[src/rtl/sr_ram_arb.sv]
// sr_ram_arb: arbitrates PORTS requesters onto one synchronous-read RAM; round-robin by default,
// fixed priority (port 0 highest) when SR_RAM_ARB_PRIO_EN is defined.
module sr_ram_arb #(
  parameter int PORTS = 2,
  parameter int ADDR_WIDTH = 32
) (
  input  logic                        clk,
  input  logic                        rst,
  input  logic [PORTS-1:0]            req_valid,
  input  logic [PORTS-1:0]            req_we,
  input  logic [PORTS*ADDR_WIDTH-1:0] req_addr,
  input  logic [PORTS*32-1:0]         req_wdata,
  output logic [PORTS-1:0]            req_ready,
  output logic [PORTS-1:0]            resp_valid,
  output logic [31:0]                 resp_rdata,
  output logic [ADDR_WIDTH-1:0]       ramAddress,
  output logic [31:0]                 wrData,
  output logic                        we,
  input  logic [31:0]                 rdData
);
  localparam logic [1:0] IDLE = 2'd0, RD_ADDR = 2'd1, RD_DATA = 2'd2;
  localparam int PW = PORTS > 2 ? 2 : 1;
  logic [1:0] state_q, state_d;
  logic [PW-1:0] win, port_q, port_d;
  logic found, accept;
  int start;
  logic [ADDR_WIDTH-1:0] ram_address_q, ram_address_d;
  logic [31:0] wr_data_q, wr_data_d, resp_rdata_q, resp_rdata_d;
  logic we_q, we_d;
  logic [PORTS-1:0] resp_valid_q, resp_valid_d;
`ifndef SR_RAM_ARB_PRIO_EN
  logic [PW-1:0] rr_ptr_q, rr_ptr_d;
  assign start = int'(rr_ptr_q);
  always_comb rr_ptr_d = accept ? PW'((int'(win) + 1) % PORTS) : rr_ptr_q;
  always_ff @(posedge clk) rr_ptr_q <= rst ? '0 : rr_ptr_d;
`else
  assign start = 0;
`endif
  // first asserted request found while scanning upward from start, wrapping at PORTS
  always_comb begin
    found = 1'b0;
    win = '0;
    for (int k = 0; k < PORTS; k++) begin
      if (!found && req_valid[(start + k) % PORTS]) begin
        found = 1'b1;
        win = PW'((start + k) % PORTS);
      end
    end
  end
  assign accept = found && state_q == IDLE && !rst;
  assign req_ready = accept ? (PORTS'(1) << win) : '0;
  always_comb begin
    state_d = state_q == RD_ADDR ? RD_DATA :
              state_q == RD_DATA ? IDLE :
              (accept && !req_we[win]) ? RD_ADDR : IDLE;
    port_d = accept ? win : port_q;
    ram_address_d = accept ? req_addr[win*ADDR_WIDTH +: ADDR_WIDTH] : ram_address_q;
    wr_data_d = (accept && req_we[win]) ? req_wdata[win*32 +: 32] : wr_data_q;
    we_d = accept && req_we[win];
    resp_valid_d = state_q == RD_DATA ? (PORTS'(1) << port_q) : '0;
    resp_rdata_d = state_q == RD_DATA ? rdData : resp_rdata_q;
  end
  always_ff @(posedge clk) begin
    if (rst) begin
      state_q <= IDLE;
      port_q <= '0;
      ram_address_q <= '0;
      wr_data_q <= '0;
      we_q <= 1'b0;
      resp_valid_q <= '0;
      resp_rdata_q <= '0;
    end else begin
      state_q <= state_d;
      port_q <= port_d;
      ram_address_q <= ram_address_d;
      wr_data_q <= wr_data_d;
      we_q <= we_d;
      resp_valid_q <= resp_valid_d;
      resp_rdata_q <= resp_rdata_d;
    end
  end
  assign ramAddress = ram_address_q;
  assign wrData = wr_data_q;
  assign we = we_q;
  assign resp_valid = resp_valid_q;
  assign resp_rdata = resp_rdata_q;
endmodule

[config.mk]
export PLATFORM = sky130hd
export DESIGN_NAME = sr_ram_arb
export DESIGN_NICKNAME = d
export VERILOG_FILES = /design/src/rtl/sr_ram_arb.sv
export SDC_FILE = /design/constraint.sdc
export NUM_CORES = 1
export LEC_CHECK = 0
export BUFFER_PORTS_ARGS = -buffer_cell sky130_fd_sc_hd__buf_2
export CORE_MARGIN = 1.5
export CORE_UTILIZATION = 25
export DETAILED_ROUTE_END_ITERATION = 8
export GPL_TIMING_DRIVEN = 0
export PLACE_DENSITY = 0.55
export SLEW_MARGIN = 5
export SYNTH_ARGS = -nofsm -noshare
export SYNTH_HDL_FRONTEND = slang
export SYNTH_SLANG_ARGS = --single-unit
[constraint.sdc]
create_clock -name clk -period 3.4 [get_ports clk]
set_clock_uncertainty 0.1 [all_clocks]
set_input_delay 0.34 -clock clk [delete_from_list [all_inputs] [get_ports clk]]
set_output_delay 0.34 -clock clk [all_outputs]
set_load 0.02 [all_outputs]
==> impl_metrics.yaml, run 1 <==
cells_and_area:
  utilization_pct: 36.48
  multi_input_area_sq_um: 1952
  n_fill_cell: 1823
  seq_area_sq_um: 2062
  antenna_cells: 0
  nNetsFinal: 875
  area_growth_pct: 43.28
  drive_gt1_share_pct: 46.64
yosys:
  ys_types: 27
  yosysSeqAreaShare_pct: 46.99
  synth_cells: 433
  yosys_register_bits: 103
  syn-num-nets: 599
  synth.avg_cell_area_sq_um: 10.13
  ys_warn_count: 0
  netlist_area_sq_um: 4388
power_and_ir_drop:
  peakVddDrop_mv: 0.3116
  total_power_mw: 2.916
  cellLeakagePower_nw: 2.863
  p_per_area_nw_per_um2: 463.7
sta:
  tightest_slew_ns: 0.7517
  hold_viol: 0
  period_share_pct: 70.58
  slew_violations: 0
  period_minus_slack_ns: 2.400
  setup_viol: 0
  grt_setup_unrepaired: "false"
  setup_ws_ns: 1.000
  tns_ns: 0
  max-slew-margin-rel_pct: 49.89
  max_freq_mhz: 416.7
drt:
  drtIter0Drc: 211
  dr.pass1.iters: 6
  highest_layer: "met5"
  wl_met2_mm: 6.865
  final_antenna_net_count: 0
  post_drt_wl_per_cell_um: 15.72
  routed_wl_mm: 14.76
  via_per_inst: 4.706
  route.detailed.drc: 0
  met1_length_mm: 6.507
  vias: 4419
  met3_length_mm: 1.087
clocking:
  postCtsSetupBuffers: 0
  cts_made_buffers: 9
  ctsHoldBuffers: 0
  clk_latency_ns: 0.34
  cts_buffer_depth: 2
  clk_pin_slew_ns: 0.07
  root_buffer: "clkbuf_16"
  clock_sinks: 103
  htree_levels: 3
  cts_resized: 0
  cts_tree: "yes"
setup_path:
  crit_path_max_fanout: 10
  setup.worst_path.start_class: "flop"
  setup.worst_path.end_class: "output pin"
  crit_type: "reg -> out"
  r2r_start: "state_q[1]"
  worstPathRequired_ns: 2.96
  crit_family: "simple AND/OR/NAND/NOR gates"
  crit_slowest_cell: "nor3_4"
  max_stage_delay_ns: 0.44
  arrival_ns: 1.96
  crit_chain: "or3_4 -> nor3_4 -> buf_6 -> buf_2"
  crit_buf_inv: 2
  setup.worst_path.start: "state_q[1]"
global_route:
  grt_pass1_wl_mm: 22.60
  groute.usage.overall_pct: 15.83
  grt_max_degree: 19
  grt_antenna_before_repair: 1
  grt_pass1_vias: 4327
  grt_remaining_overflow: 0
flow_run:
  cap_violations: 0
die:
  io_pins: 267
  die_h_um: 135.5
  die_area_sq_um: 18360
  core_sq_um: 17240
  start_util_pct: 25.46
  fp.dieW_um: 135.5
  num_rows: 48
worst_hold_path:
  hp-class: "in -> reg"
  hold_start: "rdData[11]"
placement:
  hpwl_mm: 11.16
  globalplace.congestion: 0.7844
  port_buffers: 265
  pre_cts_ws_ns: 1.238
run_status:
  status: "finished clean"
[cells in the final DEF (no fill, tap or decap), types with 2 or more instances in the layout]
cell type / n
a221oi_2: 29
buf_2: 276
a22o_1: 32
and3_1: 2
clkbuf_16: 9
clkinvlp_4: 2
clkbuf_1: 30
clkinv_4: 2
nor3_1: 3
nor2b_1: 34
o21ai_0: 32
a222oi_1: 32
a221oi_1: 3
dfxtp_1: 103
a21oi_1: 2
o31ai_1: 32
buf_6: 6
inv_1: 37
nor2_1: 34
[where the power goes]
part	internal, mW	switching, mW	total (mW)
Clock	0.528	0.486	1.01
Combinational	0.241	0.346	0.587
Sequential	1.28	0.0368	1.32
[kinds of logic after synthesis]
kind of cell | count (synthesis) | share of synthesized area (%)
and+or+nand+nor | 80 | 10.07
DFF | 103 | 46.99
AOI/OAI and AO/OA | 166 | 34.42
buffers and inverters | 84 | 8.526
[routing by layer]
layer / vias to the layer above / global-route usage [%]
li1: 2191 / -
met1: 2023 / 19.65
met2: 184 / 26.02
met3: 19 / 4.863
met4: 2 / 5.376
met5: - / 0
[flip-flops by register name, summed over array words and instances (netlist names)]
signal and flops:
port_q 1, ramAddress 32, resp_rdata 32, resp_valid 2, rr_ptr_q 1, state_q 2, we 1, wrData 32
[cell type report]
class	count	share of cell area, %
sequential	103	32.80
timing repair buffer	265	21.09
inverter	37	2.209
tap	225	4.478
multi-input combinational	246	31.04
buffer	47	3.741
clock inverter	6	0.8358
clock buffer	10	3.801
[final timing paths]
kind	endpoint	slack [ns]	depth (start not counted)
max	req_ready[1]	1.00	4
min	resp_rdata[11]	0.1	2
max reg2reg	ramAddress[28]	1.55	5
min reg2reg	resp_valid[0]	0.34	1
[through the flow]
| stage | hold WS [ns] | cells | cell area (sq um) |
|---|---|---|---|
| 2_1_floorplan | 0.3063 | 433 | 4388 |
| 3_3_place_gp | 0.3322 | 923 | 5996 |
| 3_5_place_dp | 0.3326 | 923 | 5996 |
| 4_1_cts | 0.07468 | 939 | 6287 |
| 5_1_grt | 0.07369 | 939 | 6287 |
| 6_report | 0.09721 | 939 | 6287 |
[synthesized netlist by cell type (all sizes together)]
| master | n | area (sq um) |
|---|---|---|
| a21oi | 2 | 10.01 |
| a221oi | 32 | 461.7 |
| a222oi | 32 | 320.3 |
| a22o | 32 | 280.3 |
| a31o | 1 | 8.760 |
| and2 | 1 | 6.260 |
| and3 | 2 | 12.51 |
| buf | 17 | 122.6 |
| clkbuf | 30 | 112.6 |
| dfxtp | 103 | 2062 |
| inv | 37 | 138.9 |
| nand2 | 1 | 3.750 |
| nand2b | 1 | 6.260 |
| nor2 | 35 | 147.6 |
| nor2b | 34 | 212.7 |
| nor3 | 5 | 41.29 |
| o21a | 1 | 7.510 |
| o21ai | 34 | 181.4 |
| o31ai | 32 | 240.2 |
| or3 | 1 | 11.26 |
(Power assumes the default switching activity.)
==> run 2, diff against run 1 <==
- PLACE_DENSITY: 0.55 -> 0.57
- clock period: 3.4 -> 1.95 ns (I/O delays scaled with it)
==> impl_metrics.yaml, run 2 (synthesis results as in run 1) <==
flow_run:
  cap_violations: 0
sta:
  tns_ns: 0
  holdWs_ns: 0.01714
  period_share_pct: 96.57
  grt_setup_unrepaired: "false"
  max-slew-margin-rel_pct: 50.48
  setup_viol: 0
  tightest_slew_ns: 0.7429
  hold_viol: 0
  max_freq_mhz: 531.0
  slew_violations: 0
  period_minus_slack_ns: 1.883
power_and_ir_drop:
  p_int_mw: 3.922
  total_power_mw: 5.497
  p_clk_share_pct: 37.0
  switching_share_pct: 28.65
  p_sw_mw: 1.575
  combPwrFrac_pct: 21.2
  peakVddDrop_mv: 0.3605
  p_per_area_nw_per_um2: 767.2
  seqPwrFrac_pct: 41.8
  cellLeakagePower_nw: 3.251
cells_and_area:
  nNetsFinal: 957
  design_area_sq_um: 7164
  antenna_cells: 0
  drive_gt1_share_pct: 43.72
  n_fill_cell: 1723
  fin_cells: 1021
  area_growth_pct: 63.27
  final_common_cell: "buf_2"
  layout_common_cells: "buf_2 (275), dfxtp_1 (102), dlygate4sd3_1 (74), inv_1 (37)"
die:
  die_h_um: 135.5
  start_util_pct: 25.46
  num_rows: 48
  die_area_sq_um: 18360
  io_pins: 267
  fp.dieW_um: 135.5
  core_sq_um: 17240
setup_path:
  reg2reg_slack_ns: 0.15
  setup.worst_path.start_class: "flop"
  arrival_ns: 1.59
  worstPathRequired_ns: 1.65
  crit_type: "reg -> out"
  crit_path_max_fanout: 5
  setup.worst_path.end_class: "output pin"
clocking:
  cts_buffer_depth: 2
  clock_sinks: 103
  clk_pin_slew_ns: 0.07
  htree_levels: 3
  cts_made_buffers: 9
  clk_latency_ns: 0.34
  root_buffer: "clkbuf_16"
  cts_tree: "yes"
global_route:
  grt_max_degree: 20
  use_met2_pct: 28.17
  groute.usage.overall_pct: 16.25
  grt_antenna_before_repair: 1
  grt_pass1_wl_mm: 23.43
  grt-busiest-layer: "met2"
  grt_pass1_vias: 4705
  use_met3_pct: 3.928
  grt_remaining_overflow: 0
  use_met1_pct: 20.29
placement:
  placed_area_sq_um: 5996
  hpwl_mm: 10.84
  globalplace.congestion: 0.7491
  dp_cells: 923
  port_buffers: 265
drt:
  route.detailed.drc: 0
  dr.pass1.iters: 5
  via_per_inst: 4.716
  post_drt_wl_per_cell_um: 15.23
  drtIter0Drc: 237
  routed_wl_mm: 15.55
  final_antenna_net_count: 0
  vias: 4815
run_status:
  status: "finished clean"
worst_hold_path:
  hp-class: "in -> reg"
==> run 2: changes by cell type in the layout (fill, tap and decap cells not counted), moves of 2 or more <==
cell | previous run | this run
clkbuf_1 | 30 | 28
dlygate4sd3_1 | 0 | 74
bufinv_16 | 0 | 2
buf_4 | 0 | 9
clkinvlp_4 | 2 | 0
==> run 2: path summary, 6_finish.rpt <==
kind / from / to / cells after the start
max: state_q[0] / req_ready[1] / 4
min: req_addr[35] / ramAddress[3] / 3
max reg2reg: state_q[0] / wrData[5] / 6
min reg2reg: port_q / resp_valid[0] / 1
==> run 2: layout make-up <==
cell class	instances	area (sq um)	area share, %
Inverter	37	138.9	1.939
Sequential cell	103	2063	28.80
Buffer	45	227.7	3.178
Timing Repair Buffer	349	2146	29.95
Clock inverter	7	113.9	1.589
Tap cell	225	281.5	3.929
Clock buffer	9	225.2	3.144
Multi-Input combinational cell	246	1968	27.47
==> run 2: timing repair <==
action / in CTS / in global routing
buffers inserted: 1 / 8
hold buffers: 74 / 0
gates cloned: 0 / 1
hold endpoints to repair: 57 / 0
endpoints found under the setup margin: 2 / 43
resized for setup: 2 / 8
pin swaps: 1 / 3
==> run 2: worst max-delay path, cell delays in order, from the launching register on <==
cell and delay, ns:
dfxtp_2 0.34, or3_4 0.40, nor3_4 0.22, buf_6 0.17
buf_6 0.12
==> run 2: per-stage QoR <==
step | worst slack [ns] | utilization (%)
3_3_place_gp | 0.02238 | 34.79
4_1_cts | 0.006695 | 41.06
2_1_floorplan | 0.3932 | -
3_5_place_dp | 0.02064 | 34.79
5_1_grt | 0.0005720 | 41.57
6_report | 0.06689 | 41.57
==> run 2: power by group through the flow <==
stage          combinational, mW  clock, mW  sequential [mW]
3_3_place_gp                1.03          0             2.34
6_report                    1.17       2.03             2.30
5_1_grt                     1.27       2.19             2.31
4_1_cts                     1.15       2.13             2.29
3_5_place_dp                1.03          0             2.34
2_1_floorplan              0.464          0             2.49
==> run 2: layer usage <==
metal  routed length (um)  up-vias  part of all wire [%]
met5                   13        -                 0.084
met4                  173        2                   1.1
met3                 1079       15                   6.9
met2                 7548      205                    49
met1                 6732     2231                    43
li1                     -     2362                     -
==> run 3, diff against run 2 <==
--- a/config.mk
+++ b/config.mk
@@ -9,6 +9,6 @@
 export CORE_MARGIN = 1.5
-export CORE_UTILIZATION = 25
+export CORE_UTILIZATION = 39
 export DETAILED_ROUTE_END_ITERATION = 8
 export GPL_TIMING_DRIVEN = 0
-export PLACE_DENSITY = 0.57
+export PLACE_DENSITY = 0.8
 export SLEW_MARGIN = 5
--- a/constraint.sdc
+++ b/constraint.sdc
@@ -4,2 +4,2 @@
 set_output_delay 0.195 -clock clk [all_outputs]
-set_load 0.02 [all_outputs]
+set_load 0.01 [all_outputs]
==> impl_metrics.yaml, run 3 (synthesis results as in run 1) <==
run_status:
  status: "finished clean"
setup_path:
  setup.worst_path.end_class: "output pin"
  reg2reg_to: "wrData[6]"
  reg2reg_slack_ns: 0.09
  crit_chain: "or3_4 -> nor3_4 -> buf_6 -> buf_6"
  crit_top_cell: "buf_6"
  crit_path_max_fanout: 8
  max_stage_delay_ns: 0.43
  arrival_ns: 1.62
  setup.worst_path.start_class: "flop"
  crit_family: "simple AND/OR/NAND/NOR gates"
  crit_slowest_cell: "or3_4"
  reg2regPathDepth: 6
  r2r_start: "rr_ptr_q"
  crit_type: "reg -> out"
  worstPathRequired_ns: 1.65
  crit_buf_inv: 2
power_and_ir_drop:
  p_clk_share_pct: 30.3
  cellLeakagePower_nw: 3.193
  peakVddDrop_mv: 0.5244
  combPwrFrac_pct: 22.3
  switching_share_pct: 28.10
  p_per_area_nw_per_um2: 699.7
  seqPwrFrac_pct: 47.4
  p_sw_mw: 1.367
  p_int_mw: 3.496
clocking:
  cts_made_buffers: 9
  clock_sinks: 103
  root_buffer: "clkbuf_8"
  htree_levels: 3
  clk_pin_slew_ns: 0.10
  cts_tree: "yes"
  clk_latency_ns: 0.35
  cts_buffer_depth: 2
global_route:
  grt_pass1_vias: 4960
  grt_pass1_wl_mm: 23.68
  grt_max_degree: 18
  grt_remaining_overflow: 0
  groute.usage.overall_pct: 25.30
  grt_antenna_before_repair: 1
sta:
  tightest_slew_ns: 0.7287
  period_share_pct: 98.30
  slew_violations: 0
  setup_viol: 0
  grt_setup_unrepaired: "true"
  period_minus_slack_ns: 1.917
  holdWs_ns: 0.01853
  max-slew-margin-rel_pct: 51.42
  hold_viol: 0
  max_freq_mhz: 521.7
cells_and_area:
  design_area_sq_um: 6949
  nNetsFinal: 957
  layout_common_cells: "buf_2 (272), dfxtp_1 (102), dlygate4sd3_1 (79), inv_1 (37)"
  area_growth_pct: 58.37
  final_common_cell: "buf_2"
  drive_gt1_share_pct: 42.59
drt:
  wl_met2_mm: 8.169
  via_per_inst: 5.435
  dr.pass1.iters: 9
  highest_layer: "met4"
  met1_length_mm: 6.026
  final_antenna_net_count: 0
  route.detailed.drc: 0
  vias: 5093
  drtIter0Drc: 566
  met3_length_mm: 1.267
  routed_wl_mm: 15.88
  post_drt_wl_per_cell_um: 16.95
worst_hold_path:
  hold_start: "req_addr[36]"
  holdPathStages: 3
  hp-class: "in -> reg"
  hold_end: "ramAddress[4]"
placement:
  port_buffers: 265
  globalplace.congestion: 0.7795
  hpwl_mm: 10.72
  placed_area_sq_um: 5889
die:
  num_rows: 38
  start_util_pct: 40.30
  die_h_um: 109.1
  io_pins: 267
  die_area_sq_um: 11900
  fp.dieW_um: 109.1
  core_sq_um: 10890
flow_run:
  cap_violations: 0
==> run 3: changes by cell type in the layout (fill, tap and decap cells not counted), sizes merged <==
cell         change
buf              -7
dlygate4sd3      +5
clkbuf           +3
diode            +1
inv              -1
==> run 3: layer usage <==
layer / track usage, % / vias to the layer above
met4: 9.023 / 0
li1: - / 2354
met2: 46.47 / 344
met3: 4.782 / 42
met5: 0 / -
met1: 28.96 / 2353
==> run 3: what timing repair did <==
action,4_1_cts,5_1_grt
setup buffers,1,4
hold buffers,79,0
pin swaps,1,2
endpoints found under the setup margin,2,14
hold endpoints to repair,56,0
gates resized for setup,2,6
==> run 3: stage by stage <==
stage                     cells  utilization (%)  total power, mW  setup TNS, ns  setup WS, ns
after global routing        937            63.82            5.072       -0.05083      -0.03893
after CTS                   933            63.45            4.854              0      0.004741
after floorplan             433                -            2.858              0        0.3986
final                       937            63.82            4.863              0       0.03323
after detailed placement    838            54.09            3.269              0        0.1129
after global placement      838            54.09            3.235              0        0.1216
==> run 3: layout make-up <==
type / count / area (sq um)
clock inverter: 6 / 91.34
antenna: 1 / 2.502
clock buffer: 10 / 127.6
tap: 140 / 175.2
buffer: 45 / 232.7
multi-input combinational: 246 / 1957
fill: 839 / 3939
timing repair buffer: 349 / 2161
sequential: 103 / 2063
inverter: 37 / 138.9
==> run 3: power by group through the flow <==
stage                     Combinational, mW  Sequential (mW)  Clock (mW)
final                                  1.08             2.30        1.47
after CTS                              1.05             2.30        1.51
after detailed placement              0.924             2.34           0
after global placement                0.894             2.34           0
after floorplan                       0.462             2.40           0
after global routing                   1.17             2.32        1.59
==> run 3: worst max-delay path by stage <==
stage / from / to / slack (ns) / depth (start not counted)
2_1_floorplan: state_q[1] / wrData[0] / 0.40 / 5
3_3_place_gp: state_q[1] / req_ready[1] / 0.12 / 4
3_5_place_dp: state_q[1] / req_ready[1] / 0.11 / 4
4_1_cts: state_q[1] / req_ready[1] / 0.005 / 4
5_1_grt: state_q[1] / req_ready[1] / -0.04 / 4
6_report: state_q[1] / req_ready[1] / 0.03 / 4
==> run 3: worst reg2reg max path: stages (launching register included) <==
cell and delay, ns:
dfxtp_1 0.40, nor2b_1 0.06, buf_2 0.19, nand2b_1 0.25, clkbuf_4 0.23, o31ai_1 0.38, a221oi_2 0.10
